===== src/rtl/uart_tx_arbiter.sv =====
// rtl/uart_tx_arbiter.sv - round-robin arbiter sharing one uart_tx among NREQ message sources
module uart_tx_arbiter #(
    parameter int NREQ         = 3,
    parameter int BUSY_TIMEOUT = 16
) (
    input  logic              clk,
    input  logic              rst_n,
    input  logic [NREQ-1:0]   req,
    input  logic [8*NREQ-1:0] req_data,
    input  logic [NREQ-1:0]   req_valid,
    input  logic [NREQ-1:0]   req_last,
    output logic [NREQ-1:0]   req_ready,
    output logic [NREQ-1:0]   grant,
    output logic [7:0]        tx_data,
    output logic              tx_data_valid,
    input  logic              tx_busy,
    output logic              active
);

    localparam int IW = (NREQ > 1) ? $clog2(NREQ) : 1;
    localparam int CW = $clog2(BUSY_TIMEOUT + 1);

    typedef enum logic [1:0] {IDLE, SEND, WAIT_HI, WAIT_LO} state_t;

    state_t          state;
    logic [IW-1:0]   owner;
    logic [IW-1:0]   rr_ptr;
    logic [IW-1:0]   pick;
    logic [IW-1:0]   idx;
    logic [IW-1:0]   next_ptr;
    logic            pick_found;
    logic [CW-1:0]   to_cnt;
    logic            last_flag;
    logic [7:0]      own_data;

    // First requesting source at or above rr_ptr, wrapping; the lowest offset wins
    always_comb begin
        pick       = '0;
        idx        = '0;
        pick_found = 1'b0;
        for (int k = NREQ - 1; k >= 0; k--) begin
            idx = IW'((int'(rr_ptr) + k) % NREQ);
            if (req[idx]) begin
                pick       = idx;
                pick_found = 1'b1;
            end
        end
    end

    // Byte lane of the current owner
    always_comb begin
        own_data = '0;
        for (int i = 0; i < NREQ; i++) begin
            if (owner == IW'(i)) begin
                own_data = req_data[8*i +: 8];
            end
        end
    end

    assign next_ptr = (owner == IW'(NREQ - 1)) ? '0 : owner + 1'b1;

    // Arbitration and byte handshake state machine; every output is registered here
    always_ff @(posedge clk) begin
        if (!rst_n) begin
            state         <= IDLE;
            owner         <= '0;
            rr_ptr        <= '0;
            to_cnt        <= '0;
            last_flag     <= 1'b0;
            grant         <= '0;
            active        <= 1'b0;
            req_ready     <= '0;
            tx_data       <= '0;
            tx_data_valid <= 1'b0;
        end else begin
            tx_data_valid <= 1'b0;
            req_ready     <= '0;
            case (state)
                IDLE: begin
                    if (pick_found) begin
                        owner  <= pick;
                        grant  <= NREQ'(1) << pick;
                        active <= 1'b1;
                        state  <= SEND;
                    end
                end
                SEND: begin
                    if (req_valid[owner] && !tx_busy) begin
                        tx_data       <= own_data;
                        tx_data_valid <= 1'b1;
                        req_ready     <= NREQ'(1) << owner;
                        last_flag     <= req_last[owner];
                        to_cnt        <= '0;
                        state         <= WAIT_HI;
                    end else if (!req[owner] && !req_valid[owner]) begin
                        grant  <= '0;
                        active <= 1'b0;
                        rr_ptr <= next_ptr;
                        state  <= IDLE;
                    end
                end
                WAIT_HI: begin
                    // uart_tx may never raise busy; give up waiting after BUSY_TIMEOUT cycles
                    if (tx_busy || to_cnt == CW'(BUSY_TIMEOUT - 1)) begin
                        state <= WAIT_LO;
                    end else begin
                        to_cnt <= to_cnt + 1'b1;
                    end
                end
                WAIT_LO: begin
                    if (!tx_busy) begin
                        if (last_flag || !req[owner]) begin
                            grant  <= '0;
                            active <= 1'b0;
                            rr_ptr <= next_ptr;
                            state  <= IDLE;
                        end else begin
                            state <= SEND;
                        end
                    end
                end
                default: state <= IDLE;
            endcase
        end
    end

endmodule


===== config.mk =====
export PLATFORM = sky130hd
export DESIGN_NAME = uart_tx_arbiter
export DESIGN_NICKNAME = d
export VERILOG_FILES = /design/src/rtl/uart_tx_arbiter.sv
export SDC_FILE = /design/constraint.sdc
export NUM_CORES = 1
export LEC_CHECK = 0
export ABC_AREA = 1
export ABC_CLOCK_PERIOD_IN_PS = 2500
export BUFFER_PORTS_ARGS = -buffer_cell sky130_fd_sc_hd__buf_2
export CAP_MARGIN = 20
export CELL_PAD_IN_SITES_DETAIL_PLACEMENT = 2
export CELL_PAD_IN_SITES_GLOBAL_PLACEMENT = 2
export CORE_MARGIN = 1.5
export CORE_UTILIZATION = 26
export CTS_BUF_LIST = sky130_fd_sc_hd__clkbuf_16
export DETAILED_ROUTE_END_ITERATION = 6
export PLACE_DENSITY_LB_ADDON = 0.1
export SETUP_SLACK_MARGIN = 0.2
export SLEW_MARGIN = 20
export SYNTH_ARGS = -nofsm -noshare
export SYNTH_HDL_FRONTEND = slang
export SYNTH_SLANG_ARGS = --single-unit

===== constraint.sdc =====
create_clock -name clk -period 2.5 [get_ports clk]
set_clock_uncertainty 0.2 [all_clocks]
set_input_delay 0.25 -clock clk [delete_from_list [all_inputs] [get_ports clk]]
set_output_delay 0.25 -clock clk [all_outputs]
set_load 0.01 [all_outputs]

==> impl_metrics.toml, run 1 <==
[global_routing]
grt_pass1_vias = 1872
antenna_found_initial = 0
grt_max_degree = 16
grt_overflow = 0
grt_pass1_wl_microns = 8540
grt_use_total_pct = 16.7

[critical_path]
path_class = "reg -> reg"
critPathMaxFanout = 7
arrival_ns = 1.99
crit_path_start_kind = "flip-flop"
required_ns = 2.44
crit_path_end_kind = "flip-flop"

[placement]
place.gp.congestion = 0.758
dpl.hpwl_microns = 4160
portBuffers = 51
placedCellCount = 368
place_area_sq_mm = 0.00198
preCtsSetupSlack_ns = 0.282

[routing]
dr_wl_met2_microns = 2490
antenna_left = 0
drc = 0
vias = 1729
wl_per_cell_microns = 13.8
drtIter0Drc = 31
routed.top_layer = "met4"
routed-wl-met3_microns = 192
via_per_inst = 4.65
drt_pass1_iterations = 4
drt_wl_total_microns = 5130
wl_met1_microns = 2390

[clock_network]
cts_root_buf = "clkbuf_16"
clk_pin_slew_ns = 0.07
cts.sinks = 28
clockBufferDepth = 2
h-tree-depth = 1
worstSkewPairLatency_ns = 0.27
cts_tree = "built"
numCtsBuffers = 3

[pwr]
switching_share_pct = 44.5
pwr-share-clk_pct = 17.9
p_total_w = 0.00210
pwr-share-seq_pct = 29.9
p_switching_w = 0.000932
p_int_w = 0.00116
p_comb_share_pct = 52.1
power_density_mw_per_mm2 = 1010
leakagePower_nw = 1.02
ir_drop_mv = 0.307

[finish]
final_common_cell = "nand2_1"
drive_above_1_share_pct = 24.2
n_antenna_cell = 0
fin_area_sq_mm = 0.00208
final_nets = 344
fin_cells = 372
final_cell_mix = "nand2_1, buf_2, inv_1, dfxtp_1, nor2_1"
area_growth_pct = 28.3

[sta]
rsz0062_at_grt = "no"
clock.fmax_mhz = 487
setup_ws_ns = 0.445
finalCritPeriodShare_pct = 82.2
setup_viol = 0
drv_slew = 0
relSlewSlack_pct = 70.9
final.setup.tns_ns = 0
tightest_slew_ns = 0.433
finalHoldViolCount = 0
period_needed_ns = 2.06

[synthesis]
synth_cells = 241
ys_seq_area_share_pct = 34.6
syn_area_per_cell_sq_um = 6.71
synth_cell_types = 26
synth_seq_cells = 28
synth_edf_count = 0
async_flop_share_pct = 0
synth_ff_type = "dfxtp_1"
ys_warn_count = 0
synth_fp_nets = 287
netlist_area_sq_mm = 0.00162

[die]
start_util_pct = 27.2
dieArea_sq_mm = 0.00670
rows = 28
coreArea_sq_mm = 0.00596
die_w_microns = 81.9
die_y_microns = 81.9
io_pins = 52

[flow_run]
cap_violations = 0

[status]
run_status = "completed"

[worst_hold_path]
min_path_type = "in -> reg"
-- synthesized netlist by cell type (2+ instances only) --
cell / n / area share [%]
nand2_2: 2 / 0.77
clkbuf_1: 2 / 0.46
nand3_1: 15 / 4.6
nor2_2: 2 / 0.77
dfxtp_1: 28 / 35
nand2_1: 74 / 17
inv_2: 3 / 0.70
nor3_1: 4 / 1.2
ha_1: 10 / 7.7
o21ai_1: 2 / 0.62
o21ai_0: 16 / 4.9
a41oi_1: 9 / 4.9
inv_1: 31 / 7.2
nor2_1: 19 / 4.4
a21oi_1: 13 / 4.0
-- worst paths after layout --
path / end / slack (ns) / depth (start not counted) / startpoint
setup / recovery: to_cnt[4] / 0.44 / 10 / to_cnt[0]
setup reg to reg: to_cnt[4] / 0.44 / 10 / to_cnt[0]
hold reg to reg: active / 0.26 / 2 / active
hold / removal: last_flag / 0.07 / 3 / req_last[0]
-- power groups by stage --
stage                     clock (W)  combinational (W)  sequential, W
after CTS                  0.000394            0.00111       0.000625
final                      0.000376            0.00109       0.000627
after global placement            0            0.00106       0.000632
after detailed placement          0            0.00110       0.000634
after floorplan                   0           0.000741       0.000635
after global routing       0.000411            0.00126       0.000645
-- cells by family (layout without fill, tap and decap cells) --
group	after synthesis	after routing	synth area share, %
AOI/OAI and AO/OA	42	42	15.4
xor gates and xnor gates	1	1	0.541
adders and majority gates	10	10	7.73
buffers and inverters	39	95	9.82
DFF	28	28	34.6
and+or+nand+nor	121	121	31.9
-- critical path, cell delays in order (launching register included) --
cell	delay (ns)
dfxtp_1	0.34
ha_1	0.21
inv_1	0.07
nor3_1	0.05
ha_1	0.17
nor2_1	0.08
nand2_1	0.07
o21ai_0	0.08
nand2_1	0.17
o21ai_1	0.40
a211oi_1	0.08
-- per-layer routing --
| metal | track usage (%) | vias up |
|---|---|---|
| li1 | - | 890 |
| met1 | 20.0 | 800 |
| met2 | 30.1 | 35 |
| met3 | 2.67 | 4 |
| met4 | 5.08 | 0 |
| met5 | 0 | - |
-- cell type report --
type                       instances  area [sq um]
fill                             769          3880
multi-input combinational        174           913
sequential                        28           562
timing repair buffer              57           300
inverter                          34           128
tap                               75          93.8
clock buffer                       3          75.1
clock inverter                     1          3.75
-- through the flow --
step                utilization (%)  hold slack [ns]
floorplan                         -            0.192
finish                         34.9           0.0699
CTS                            34.6           0.0660
global placement               33.3            0.252
global route                   34.9           0.0751
detailed placement             33.3            0.258
-- flip-flops by register name (all words and copies together) (netlist names), named ones only --
signal,cells
last_flag,1
active,1
rr_ptr,2
owner,2
tx_data_valid,1
req_ready,3
grant,3
tx_data,8
to_cnt,5
state,1
-- what timing repair did --
item | 4_1_cts | 5_1_grt
buffers inserted | 0 | 0
setup endpoints to repair | 0 | 6
gates resized for setup | 0 | 3
hold buffers | 0 | 0
No activity file was read; power rests on OpenSTA's default activity.
==> run 2, diff against run 1 <==
Settings changed: ABC_CLOCK_PERIOD_IN_PS 2500 to 2000.
Clock period 2.5 ns to 2 ns, I/O delays scaled along.
==> impl_metrics.toml, run 2 (same netlist as run 1, synthesis figures left out) <==
[clock_network]
numCtsBuffers = 3
h-tree-depth = 1
clk_pin_slew_ns = 0.07
cts_root_buf = "clkbuf_16"
cts.sinks = 28
clockBufferDepth = 2
worstSkewPairLatency_ns = 0.27
cts_tree = "built"

[die]
die_w_microns = 81.9
coreArea_sq_mm = 0.00596
start_util_pct = 27.2
rows = 28
io_pins = 52
dieArea_sq_mm = 0.00670
die_y_microns = 81.9

[sta]
final.setup.tns_ns = 0
period_needed_ns = 1.95
finalCritPeriodShare_pct = 97.7
clock.fmax_mhz = 512
setup_viol = 0
finalHoldViolCount = 0
tightest_slew_ns = 0.387
setup_ws_ns = 0.0463
relSlewSlack_pct = 74.2
drv_slew = 0
rsz0062_at_grt = "yes"

[global_routing]
grt_pass1_wl_microns = 9130
grtUsageMet2_pct = 33.0
antenna_found_initial = 0
grt_max_degree = 19
gr-usage-met1_pct = 21.9
grt-busiest-layer = "met2"
grt_overflow = 0
grt_use_total_pct = 18.0
grt_pass1_vias = 1900
met3_usage_pct = 2.78

[finish]
final_common_cell = "nand2_1"
regMostFlops = "tx_data"
n_antenna_cell = 0
area_growth_pct = 55.2
drive_above_1_share_pct = 48.4
final_cell_mix = "nand2_1, buf_2, inv_1, dfxtp_1, buf_4"
largest_reg_flops = 8
biggestRegsByFlops = "tx_data: 8 flops, to_cnt: 5 flops"
final_nets = 361

[pwr]
ir_drop_mv = 0.421
power_density_mw_per_mm2 = 1300
leakagePower_nw = 1.15

[flow_run]
cap_violations = 0

[routing]
antenna_left = 0
wl_per_cell_microns = 16.3
vias = 1877
drt_pass1_iterations = 4
drt_wl_total_microns = 6340
drtIter0Drc = 30
drc = 0
via_per_inst = 4.83

[placement]
place.gp.congestion = 0.731
preCtsSetupSlack_ns = -0.128
portBuffers = 51
dpl.hpwl_microns = 4210

[critical_path]
required_ns = 1.98
path_class = "reg -> reg"
critPathMaxFanout = 4
arrival_ns = 1.94
crit_path_end_kind = "flip-flop"
crit_path_start_kind = "flip-flop"

[worst_hold_path]
min_path_type = "in -> reg"

[status]
run_status = "completed"
## run 2: path summary, 6_finish.rpt
kind | from | end | slack, ns | depth (start not counted)
worst max-delay path | rr_ptr[0] | flip-flop | 0.05 | 13
worst min-delay path | req_data[13] | tx_data[5] | 0.02 | 3
worst max register to register | rr_ptr[0] | flip-flop | 0.05 | 13
worst min register to register | grant[0] | grant[0] | 0.26 | 2
## run 2: routing by layer
layer | wire length, microns | part of all wire [%]
met1 | 2780 | 44
met2 | 3340 | 53
met3 | 187 | 2.9
met4 | 36 | 0.57
met5 | 0 | 0
## run 2: area by class of cell
cell class                      instances  area, sq um
Clock inverter                          1         3.75
Tap cell                               75         93.8
Timing Repair Buffer                   74          482
Clock buffer                            3         75.1
Sequential cell                        28          579
Inverter                               34          135
Multi-Input combinational cell        174         1140
Fill cell                             731         3440
## run 2: through the flow
step	area [sq um]	power [W]	utilization (%)	hold WS, ns	std cells
2_1_floorplan	1640	0.00177	-	0.142	241
3_3_place_gp	2030	0.00222	34.1	0.255	372
3_5_place_dp	2030	0.00225	34.1	0.266	372
4_1_cts	2240	0.00294	37.6	0.0272	382
5_1_grt	2510	0.00355	42.2	0.0283	389
6_report	2510	0.00328	42.2	0.0200	389
## run 2: worst max-delay path, cell delays in order, from the launching register on
cell,delay [ns]
dfxtp_4,0.37
inv_4,0.05
ha_4,0.25
inv_4,0.06
nand2_2,0.05
nand2_2,0.07
nand2_2,0.06
nand2_4,0.09
nor2_4,0.05
nand3_2,0.07
nand2_4,0.07
nor2_2,0.16
nand3_1,0.12
a21oi_1,0.19
## run 2: repair_timing
action                     4_1_cts  5_1_grt
gates resized for setup         35       54
pin swaps                       17       28
cloned                           0        2
setup buffers                    6        5
setup endpoints to repair       26       26
hold buffers                     0        0
## run 2: report_power, final
group | leakage (nW) | internal, W | total (W) | switching [W]
combinational | 0.883 | 0.000794 | 0.00198 | 0.00118
clock | 0.0385 | 0.000269 | 0.000475 | 0.000207
sequential | 0.233 | 0.000702 | 0.000823 | 0.000122
==> run 3, diff against run 2 <==
Settings changed: ABC_AREA 1 to not set, CORE_UTILIZATION 26 to 29.
==> impl_metrics.toml, run 3 <==
[critical_path]
r2r-start = "to_cnt[1]"
cpMostUsedCell = "ha_4"
cp-startpoint = "to_cnt[1]"
critPathMaxFanout = 2
crit_path_end_kind = "flip-flop"
cpPeakStageDelay_ns = 0.35
required_ns = 1.99
crit_chain = "ha_4, and3_4, ha_4, nand2_2, o21ai_2, a211o_4, or2_4, or3b_1, a21boi_1"
arrival_ns = 2.18
crit_path_start_kind = "flip-flop"
path_class = "reg -> reg"
crit_slowest_cell = "or3b_1"

[sta]
tightest_slew_ns = 0.457
period_needed_ns = 2.18
finalCritPeriodShare_pct = 109
setup_viol = 12
finalHoldViolCount = 0
relSlewSlack_pct = 69.3
clock.fmax_mhz = 458
setup_ws_ns = -0.183
rsz0062_at_grt = "yes"
drv_slew = 0

[pwr]
pwr-share-clk_pct = 20.4
switching_share_pct = 36.3
power_density_mw_per_mm2 = 818
p_int_w = 0.00147
p_switching_w = 0.000840
ir_drop_mv = 0.357
leakagePower_nw = 1.29
p_comb_share_pct = 49.8
pwr-share-seq_pct = 29.8

[placement]
placedCellCount = 353
dpl.hpwl_microns = 4790
place_area_sq_mm = 0.00245
preCtsSetupSlack_ns = -0.214
place.gp.congestion = 0.726
portBuffers = 51

[die]
die_w_microns = 80.2
coreArea_sq_mm = 0.00564
rows = 27
die_y_microns = 80.2
start_util_pct = 30.6
dieArea_sq_mm = 0.00643
io_pins = 52

[synthesis]
synthSimpleGateAreaFrac_pct = 20.1
yosys.area.top_type = "dfxtp_1"
syn_area_per_cell_sq_um = 8.63
synth_seq_cells = 28
synth_fp_nets = 246
netlist_area_sq_mm = 0.00173
synth_cell_types = 44
synth-compound-area-share_pct = 24.1
ys_top_cells_by_count = "dfxtp_1, nand2_1, o21ai_0"
synth_cells = 200
synth_top_family_by_area = "compound AO/OA/AOI/OAI gates"
async_flop_share_pct = 0
ys_warn_count = 0
ys_seq_area_share_pct = 32.5
netlist_top_cells_area = "dfxtp_1, mux2i_1, ha_1"
synth_edf_count = 0
synthXorXnorAreaFrac_pct = 0
synthMuxAreaShare_pct = 10.8
synth_fa_ha_area_share_pct = 7.25
synth_ff_type = "dfxtp_1"
yosys.area.top_type_share_pct = 32.5

[worst_hold_path]
hp-start = "req_data[21]"
min_path_type = "in -> reg"

[finish]
regMostFlops = "tx_data"
largest_reg_flops = 8
final_common_cell = "buf_2"
final_cell_mix = "buf_2, buf_4, nand2_1, dfxtp_1, mux2i_1"
n_antenna_cell = 0
final_nets = 348
fin_area_sq_mm = 0.00283
area_growth_pct = 63.9
fillers = 638
biggestRegsByFlops = "tx_data: 8 flops, to_cnt: 5 flops"
drive_above_1_share_pct = 53.2
fin_cells = 373

[global_routing]
grt_pass1_vias = 2174
grt_overflow = 0
antenna_found_initial = 0
grt_max_degree = 18
grt_pass1_wl_microns = 11000
grt_use_total_pct = 22.4

[routing]
drt_wl_total_microns = 6880
drtIter0Drc = 62
wl_met1_microns = 2870
drc = 0
dr_wl_met2_microns = 3810
antenna_left = 0
via_per_inst = 5.11
routed-wl-met3_microns = 190
routed.top_layer = "met4"
vias = 1905
wl_per_cell_microns = 18.5
drt_pass1_iterations = 4

[clock_network]
worstSkewPairLatency_ns = 0.27
cts_tree = "built"
clockBufferDepth = 2
h-tree-depth = 1
clk_pin_slew_ns = 0.07
cts.sinks = 28
cts_root_buf = "clkbuf_16"
numCtsBuffers = 3

[flow_run]
cap_violations = 0

[status]
run_status = "finished with violations"
failed_checks = "setup timing"
==> run 3: cell families after synthesis <==
logic type,count (synthesis)
and+or+nand+nor,68
AOI/OAI and AO/OA,54
DFF,28
buffers and inverters,22
muxes,18
adders and majority gates,10
==> run 3: final cells by class <==
class	count	area, sq um	area share, %
Sequential cell	28	578	20.4
Clock inverter	1	3.75	0.133
Inverter	12	55.1	1.95
Clock buffer	3	75.1	2.65
Timing Repair Buffer	107	709	25.1
Multi-Input combinational cell	150	1320	46.6
Tap cell	72	90.1	3.18
==> run 3: what timing repair did <==
action                                  4_1_cts  5_1_grt
endpoints found under the setup margin       27       28
hold buffers                                  0        0
resized for setup                            40       12
pin swaps                                    29        6
cloned                                        1        0
buffers inserted                             12        3
==> run 3: worst paths after layout <==
path	end	slack, ns	depth (start not counted)
hold / removal	tx_data[5]	0.1	4
setup / recovery	to_cnt[2]	-0.18	9
hold reg to reg	active	0.26	2
setup reg to reg	to_cnt[2]	-0.18	9
==> run 3: routing by layer <==
| metal | track usage, % | vias to the layer above |
|---|---|---|
| met5 | 0 | - |
| met4 | 3.45 | 0 |
| met3 | 3.75 | 2 |
| met2 | 44.3 | 29 |
| met1 | 25.1 | 947 |
| li1 | - | 927 |
==> run 3: critical path, delay by kind of cell (launching register included) <==
family | cells | cell delay (ns)
flops | 1 | 0.34
simple gates | 4 | 0.82
compound gates | 3 | 0.45
fa+ha+maj | 2 | 0.30
==> run 3: metrics by stage <==
step           hold WS (ns)  util [%]  TNS (ns)  total power [W]
2_1_floorplan         0.260         -    -0.236          0.00126
3_3_place_gp          0.237      43.5    -0.369          0.00161
3_5_place_dp          0.253      43.5     -1.06          0.00165
4_1_cts              0.0957      49.1    -0.744          0.00229
5_1_grt               0.117      50.2     -2.17          0.00245
6_report             0.0961      50.2     -1.05          0.00231
==> run 3: power groups by stage <==
stage	logic, W	registers (W)	clock network (W)
floorplan	0.000549	0.000713	0
CTS	0.00111	0.000689	0.000491
global placement	0.000918	0.000693	0
global route	0.00125	0.000699	0.000504
detailed placement	0.000946	0.000699	0
finish	0.00115	0.000689	0.000471
